[config.mk]
export PLATFORM = sky130hd
export DESIGN_NAME = jitter_sampler
export DESIGN_NICKNAME = d
export VERILOG_FILES = /design/src/rtl/jitter_sampler_pkg.sv /design/src/rtl/jitter_sampler_fifo.sv /design/src/rtl/jitter_sampler.sv
export SDC_FILE = /design/constraint.sdc
export NUM_CORES = 1
export LEC_CHECK = 0
export ABC_AREA = 1
export ABC_CLOCK_PERIOD_IN_PS = 2470
export BUFFER_PORTS_ARGS = -buffer_cell sky130_fd_sc_hd__buf_2
export CORE_ASPECT_RATIO = 1.1
export CORE_MARGIN = 2
export CORE_UTILIZATION = 40
export CTS_BUF_LIST = sky130_fd_sc_hd__clkbuf_2
export CTS_CLUSTER_DIAMETER = 150
export CTS_CLUSTER_SIZE = 40
export DETAILED_ROUTE_END_ITERATION = 6
export PLACE_DENSITY = 0.61
export REMOVE_ABC_BUFFERS = 1
export SYNTH_ARGS = -nofsm -noshare
export SYNTH_HDL_FRONTEND = slang
export SYNTH_SLANG_ARGS = --single-unit
[constraint.sdc]
create_clock -name clk -period 2.47 [get_ports clk]
set_input_delay 0.494 -clock clk [delete_from_list [all_inputs] [get_ports clk]]
set_output_delay 0.494 -clock clk [all_outputs]
set_load 0.01 [all_outputs]
[src/rtl/jitter_sampler_pkg.sv]
// Shared types for the PRNG-driven jitter path: word width, pair record, sampler FSM states.
package craft_rand_pkg;

  localparam int PRNG_W         = 16;
  localparam int FRAC_W_DEFAULT = 12;

  // Fractions are stored MSB-aligned in full PRNG-width fields so any FRAC_W fits.
  typedef struct packed {
    logic [PRNG_W-1:0] x;
    logic [PRNG_W-1:0] y;
  } jitter_t;

  typedef enum logic {
    GET_X = 1'b0,
    GET_Y = 1'b1
  } state_t;

endpackage

[src/rtl/jitter_sampler_fifo.sv]
// Small circular buffer of jitter pairs; head is read straight from storage flops.
// Push is unconditional (caller reserves space); flush empties without touching storage.
module jitter_fifo
  import craft_rand_pkg::*;
#(
  parameter int DEPTH = 2
) (
  input  logic                       clk,
  input  logic                       rst,
  input  logic                       flush,
  input  logic                       push,
  input  jitter_t                    push_data,
  output logic                       valid,
  input  logic                       ready,
  output jitter_t                    head,
  output logic [$clog2(DEPTH):0]     count
);

  localparam int AW = $clog2(DEPTH);
  localparam int CW = AW + 1;

  jitter_t         mem [DEPTH];
  logic [AW-1:0]   wr_ptr;
  logic [AW-1:0]   rd_ptr;
  logic            pop;

  assign valid = (count != '0);
  assign pop   = valid & ready;
  assign head  = mem[rd_ptr];

  // DEPTH is a power of two, so the pointers wrap naturally.
  always_ff @(posedge clk or posedge rst) begin
    if (rst) begin
      for (int i = 0; i < DEPTH; i++) mem[i] <= '0;
      wr_ptr <= '0;
      rd_ptr <= '0;
      count  <= '0;
    end else if (flush) begin
      wr_ptr <= '0;
      rd_ptr <= '0;
      count  <= '0;
    end else begin
      if (push) begin
        mem[wr_ptr] <= push_data;
        wr_ptr      <= wr_ptr + 1'b1;
      end
      if (pop) rd_ptr <= rd_ptr + 1'b1;
      count <= count + CW'(push) - CW'(pop);
    end
  end

endmodule

[src/rtl/jitter_sampler.sv]
// Pairs consecutive PRNG words into (jx, jy) sub-pixel offsets and serves them via valid/ready.
// JITTER_STRATIFIED_EN replaces the coordinate MSBs with a 2^LOG2_SIDE grid cell index.
module jitter_sampler
  import craft_rand_pkg::*;
#(
  parameter int FRAC_W    = FRAC_W_DEFAULT,
  parameter int DEPTH     = 2,
  parameter int LOG2_SIDE = 2
) (
  input  logic              clk,
  input  logic              rst,
  output logic              prng_en,
  input  logic [15:0]       prng_num,
  input  logic              restart,
  output logic              jit_valid,
  input  logic              jit_ready,
  output logic [FRAC_W-1:0] jit_x,
  output logic [FRAC_W-1:0] jit_y
);

  localparam int CW = $clog2(DEPTH) + 1;

  if (FRAC_W < 1 || FRAC_W > PRNG_W || LOG2_SIDE >= FRAC_W || DEPTH < 2) begin : g_cfg_check
    $error("jitter_sampler: unsupported FRAC_W/LOG2_SIDE/DEPTH combination");
  end

  state_t            state, state_nxt;
  logic              take, push, pop;
  logic [FRAC_W-1:0] x_hold, jx, jy;
  logic [CW-1:0]     count;
  jitter_t           push_data, head;
  logic              unused_bits;

  assign pop     = jit_valid & jit_ready;
  assign prng_en = take & ~rst;

  // GET_X only starts a pair when the FIFO will have room for it at the push.
  always_comb begin
    state_nxt = state;
    take      = 1'b0;
    push      = 1'b0;
    if (restart) begin
      state_nxt = GET_X;
    end else begin
      case (state)
        GET_X: begin
          if (count < CW'(DEPTH) || pop) begin
            take      = 1'b1;
            state_nxt = GET_Y;
          end
        end
        GET_Y: begin
          take      = 1'b1;
          push      = 1'b1;
          state_nxt = GET_X;
        end
        default: state_nxt = GET_X;
      endcase
    end
  end

  always_ff @(posedge clk or posedge rst) begin
    if (rst) begin
      state  <= GET_X;
      x_hold <= '0;
    end else begin
      state <= state_nxt;
      if (take && state == GET_X) x_hold <= prng_num[PRNG_W-1 -: FRAC_W];
    end
  end

`ifdef JITTER_STRATIFIED_EN
  logic [LOG2_SIDE-1:0] sx, sy;

  always_ff @(posedge clk or posedge rst) begin
    if (rst) begin
      sx <= '0;
      sy <= '0;
    end else if (restart) begin
      sx <= '0;
      sy <= '0;
    end else if (push) begin
      sx <= sx + 1'b1;
      if (sx == '1) sy <= sy + 1'b1;
    end
  end

  assign jx = {sx, x_hold[FRAC_W-1 -: FRAC_W-LOG2_SIDE]};
  assign jy = {sy, prng_num[PRNG_W-1 -: FRAC_W-LOG2_SIDE]};
`else
  assign jx = x_hold;
  assign jy = prng_num[PRNG_W-1 -: FRAC_W];
`endif

  always_comb begin
    push_data = '0;
    push_data.x[PRNG_W-1 -: FRAC_W] = jx;
    push_data.y[PRNG_W-1 -: FRAC_W] = jy;
  end

  jitter_fifo #(.DEPTH(DEPTH)) u_fifo (
    .clk       (clk),
    .rst       (rst),
    .flush     (restart),
    .push      (push),
    .push_data (push_data),
    .valid     (jit_valid),
    .ready     (jit_ready),
    .head      (head),
    .count     (count)
  );

  assign jit_x = head.x[PRNG_W-1 -: FRAC_W];
  assign jit_y = head.y[PRNG_W-1 -: FRAC_W];

  assign unused_bits = ^{prng_num, head, x_hold};

endmodule

# Yosys cells after proc, flatten, opt, wreduce, memory -nomap -nowiden

Cells that the tools add are included.

ROM bits: 0
Register bits after elaboration: 81
Memories kept: 0
Bits of input ports: 20
Output and inout port bits: 26
Bits in writable memories: 0
Latch bits: 0
Logic and storage cells: 49

Equality and inequality tests: 0
Muxes and demuxes: 18
$lt $le $gt $ge: 4
$add $sub $neg: 4
Reduce and logical (&&, ||, !) cells: 7
Bitwise operators: 7
Divide/modulo/power cells: 0
Multipliers: 0
Shift operators: 0

Operators by type and width:

| cell                  | count |
|---|---|
| $mux W32              | 4 |
| $bwmux W64            | 1 |
| $demux W32 S1         | 1 |
| $mux W1               | 9 |
| $reduce_bool A2 Y1    | 3 |
| $ge A2 B2 Y1 const B  | 2 |
| $not A1 Y2            | 2 |
| $pmux W1 S2           | 2 |
| $not A1 Y1            | 3 |
| $add A1 B1 Y1 const B | 2 |
| $add A2 B1 Y2         | 1 |
| $and A1 B1 Y1         | 2 |
| $logic_and A1 B1 Y1   | 2 |
| $lt A2 B1 Y1 const B  | 1 |
| $lt A2 B2 Y1 const B  | 1 |
| $mux W2               | 1 |
| $reduce_and A2 Y1     | 1 |
| $sub A2 B1 Y2         | 1 |
| $logic_or A1 B1 Y1    | 1 |

# Depth between registers and ports, before layout

Depth after elaboration: 7
Gate-level depth with buffers: 8
Gate-level depth less buffers: 8

# By module

A second synthesis with hierarchy kept.

Cell total of the unflattened synthesis: 437
Area, all modules: 3816.2 um2

By module, submodules not included:

| module         | instances | cells each | area each (um2) | sequential area each (um2) |
|---|---|---|---|---|
| jitter_fifo    | 1         | 372        | 3254.4          | 1701.6 |
| jitter_sampler | 1         | 65         | 561.8           | 325.3 |

# Worst setup path before layout

No wires, ideal clock.

Path kind: input -> output
From: input port rst
To: output port prng_en
Cell stages on the path: 3
Buffers on the path: 0
Slack: -194 ps
Data arrival time: 2170 ps
Data required time: 1976 ps
Path through: inv_1 nand3_1 inv_1

Cells in the longest elaborated chain, start to end: 2

Ends and longest elaborated chain:

| item          | line                 | RTL |
|---|---|---|
| from (decl)   | jitter_sampler.sv:11 | `input logic rst,` |
| $not A1 Y1    | jitter_sampler.sv:35 | `assign prng_en = take & ~rst;` |
| $and A1 B1 Y1 | jitter_sampler.sv:35 |  |
| to (decl)     | jitter_sampler.sv:12 | `output logic prng_en,` |

Every way passes these cells.

# Final worst setup path

From: register u_fifo.rd_ptr
To: output port jit_x[4]

Cells in the longest elaborated chain, start to end: 4

Ends and longest elaborated chain:

| item                                         | line                      | RTL |
|---|---|---|
| from (decl)                                  | jitter_sampler_fifo.sv:24 | `logic [AW-1:0] rd_ptr;` |
| from (signal assigned)                       | jitter_sampler_fifo.sv:47 | `if (pop) rd_ptr <= rd_ptr + 1'b1;` |
| $not A1 Y2 (implied by the code)             | jitter_sampler_fifo.sv:29 | `assign head = mem[rd_ptr];` |
| $mux W32 (implied by the code) (3 in series) | jitter_sampler_fifo.sv:29 |  |
| to (decl)                                    | jitter_sampler.sv:17      | `output logic [FRAC_W-1:0] jit_x,` |

Every way passes these cells. The select of a mux whose other input is x is not followed.

==> flow_summary_export.csv <==
group,metric,value,unit
clocking,cts_resized,0,
flow_run,drv_cap,0,
worst_setup_path,crit_path_max_fanout,16,
global_routing,grt_pass1_wl,9970,um
worst_setup_path,max_stage_delay,0.41,ns
detailed_routing,wl_met1,2750,um
synthesis,netlist_area,2880,sq um
worst_setup_path,cp_slowest_cell,"dfrtp_1",
power_and_ir_drop,power.total,3850,uW
floorplan,ios,46,
detailed_routing,highest_layer,"met4",
global_routing,grtUsageTotal,0.164,
worst_setup_path,cp_common_cell,"nand2_1",
floorplan,core,7010,sq um
detailed_routing,drt-vias-per-instance,4.72,
worst_setup_path,reg2reg_depth,5,
clocking,worstSkewPairLatency,0.49,ns
detailed_routing,dr.pass1.iters,5,
clocking,postCtsSetupRepairBufs,0,
worst_hold_path,hold_start,"restart",
placement,dpl-instance-area,3120,sq um
clocking,cts_buffer_depth,2,
clocking,root_buffer,"clkbuf_2",
timing,finalCriticalPeriod,2.24,ns
detailed_routing,vias,2237,
power_and_ir_drop,p_per_area,1190,nW/um^2
timing,grt_setup_unrepaired,"false",
detailed_routing,wirelength,5890,um
timing,tightest_slew,0.822,ns
worst_setup_path,r2r-start,"u_fifo.count[1]",
worst_setup_path,r2r_end,"jx[2]",
timing,maxSlewViolCount,0,
floorplan,die_area,7890,sq um
run_status,status,"completed",
timing,post-route-period-util,0.905,
clocking,clk_pin_slew_worst_paths,0.17,ns
worst_setup_path,cp.arrival,1.74,ns
cells_and_area,num_antenna_cells,0,
timing,relSlewSlack,0.450,
cells_and_area,stdcell_area,3220,sq um
floorplan,die_width,84.9,um
worst_setup_path,worstSetupPathType,"flip-flop to primary output",
global_routing,grt_pass1_vias,2158,
power_and_ir_drop,ir_drop,0.000463,V
global_routing,grt_max_degree,66,
timing,skew,0.0195,ns
power_and_ir_drop,leakage,0.00182,uW
detailed_routing,drtIter0Drc,151,
clocking,tritoncts,"built",
worst_hold_path,hold_path_end,"u_fifo.count[0]",
synthesis,yosysSeqAreaShare,0.565,
clocking,cts-htree-levels,3,
worst_setup_path,path_cells,"inv_1 > buf_4 > nand2_1 > nand2_1 > buf_2",
floorplan,rows,32,
detailed_routing,detail-route-antenna-nets,0,
timing,finalHoldViolations,0,
timing,setup_viol,0,
synthesis,synth_cells,345,
worst_setup_path,crit_family,"buffers and inverters",
worst_setup_path,critical_path.startpoint_type,"flip-flop",
worst_setup_path,cp_num_buf_inv,3,
worst_hold_path,hp-class,"input port to flip-flop",
global_routing,grt_antenna_before_repair,0,
worst_setup_path,required,1.98,ns
worst_setup_path,end_kind,"primary output",
worst_hold_path,holdPathStages,2,
global_routing,overflow,0,
synthesis,syn_avg_cell_area,8.34,sq um
clocking,cts_buffers,9,
synthesis,ys_ff_latch,65,
synthesis,yosysUniqueCellTypes,17,
clocking,cts.hold.buffers_added,0,
timing,worst_hold_slack,0.230,ns
cells_and_area,final_cell_mix,"nand2_1 (147), dfrtp_1 (65), buf_2 (41), inv_1 (35), o21ai_0 (34)",
clocking,cts_sinks,65,
cells_and_area,areaGrowthSynthToFinish,12.0,%
detailed_routing,dr_wl_met2,2800,um
placement,dp_hpwl,3770,um
cells_and_area,final_common_cell,"nand2_1",
cells_and_area,final_core_util,0.460,
floorplan,die_h,92.9,um
detailed_routing,wl_per_cell,12.4,um
cells_and_area,nets,406,
detailed_routing,route.detailed.drc,0,
detailed_routing,wl_met3,203,um
synthesis,yosys_warnings,0,
placement,gp_congestion,0.691,
placement,io_buffers,41,
worst_setup_path,r2r_slack,0.83,ns
floorplan,start_util,0.411,
timing,max_freq,447,MHz
cells_and_area,layout-drive-gt1-share,0.188,
[stage by stage]
step           TNS [ns]  worst slack [ns]  instances
6_report              0             0.234        474
3_3_place_gp          0             0.728        458
5_1_grt               0            0.0646        474
4_1_cts               0             0.146        474
3_5_place_dp          0             0.672        458
2_1_floorplan    -0.194            -0.194        327
[layer usage]
layer,track usage,vias to the layer above
met2,0.270,48
met1,0.211,1042
li1,-,1137
met3,0.0241,10
met5,0,-
met4,0.0794,0
[state kept, by name, summed over array words and instances (netlist names)]
name           flops
jx                12
state              1
u_fifo.mem        48
u_fifo.count       2
u_fifo.rd_ptr      1
u_fifo.wr_ptr      1
[power breakdown]
group | switching (uW) | internal (uW)
registers | 246 | 1530
logic | 904 | 571
clock network | 373 | 223
[worst reg2reg max path: stages (launching register included)]
cell,delay (ns)
dfrtp_1,0.47
o21ai_2,0.20
nand2_1,0.36
nand2_2,0.41
nand2_1,0.10
nand2_1,0.07
[worst max path at each step]
stage	start	slack (ns)	depth (start not counted)	end
2_1_floorplan	rst	-0.19	3	prng_en
3_3_place_gp	u_fifo.rd_ptr	0.73	5	jit_x[3]
3_5_place_dp	restart	0.67	4	u_fifo.mem[27]
4_1_cts	u_fifo.rd_ptr	0.15	5	jit_x[3]
5_1_grt	u_fifo.rd_ptr	0.06	5	jit_x[3]
6_report	u_fifo.rd_ptr	0.23	5	jit_x[4]
[area by class of cell]
| type | count | area [sq um] |
|---|---|---|
| fill | 732 | 3780 |
| multi-input combinational | 226 | 992 |
| inverter | 36 | 135 |
| timing repair buffer | 46 | 255 |
| tap | 85 | 106 |
| clock inverter | 7 | 61.3 |
| clock buffer | 9 | 45.0 |
| sequential | 65 | 1630 |
[kinds of logic after synthesis]
group                      after synthesis  share of synthesized area
adders and majority gates                2                    0.00870
AOI/OAI and AO/OA                       51                     0.0966
and+or+nand+nor                        172                      0.237
DFF                                     65                      0.565
xor gates and xnor gates                 1                    0.00305
buffers and inverters                   54                     0.0896
[cell usage after synthesis (all sizes together)]
library cell | n | area share
dfrtp | 65 | 0.57
buf | 12 | 0.035
ha | 2 | 0.0087
clkbuf | 6 | 0.0078
nand3 | 14 | 0.024
or2 | 1 | 0.0022
nor2 | 7 | 0.012
inv | 36 | 0.047
nand2 | 150 | 0.20
xor2 | 1 | 0.0030
o21ai | 51 | 0.097
No activity file was read; power rests on OpenSTA's default activity.
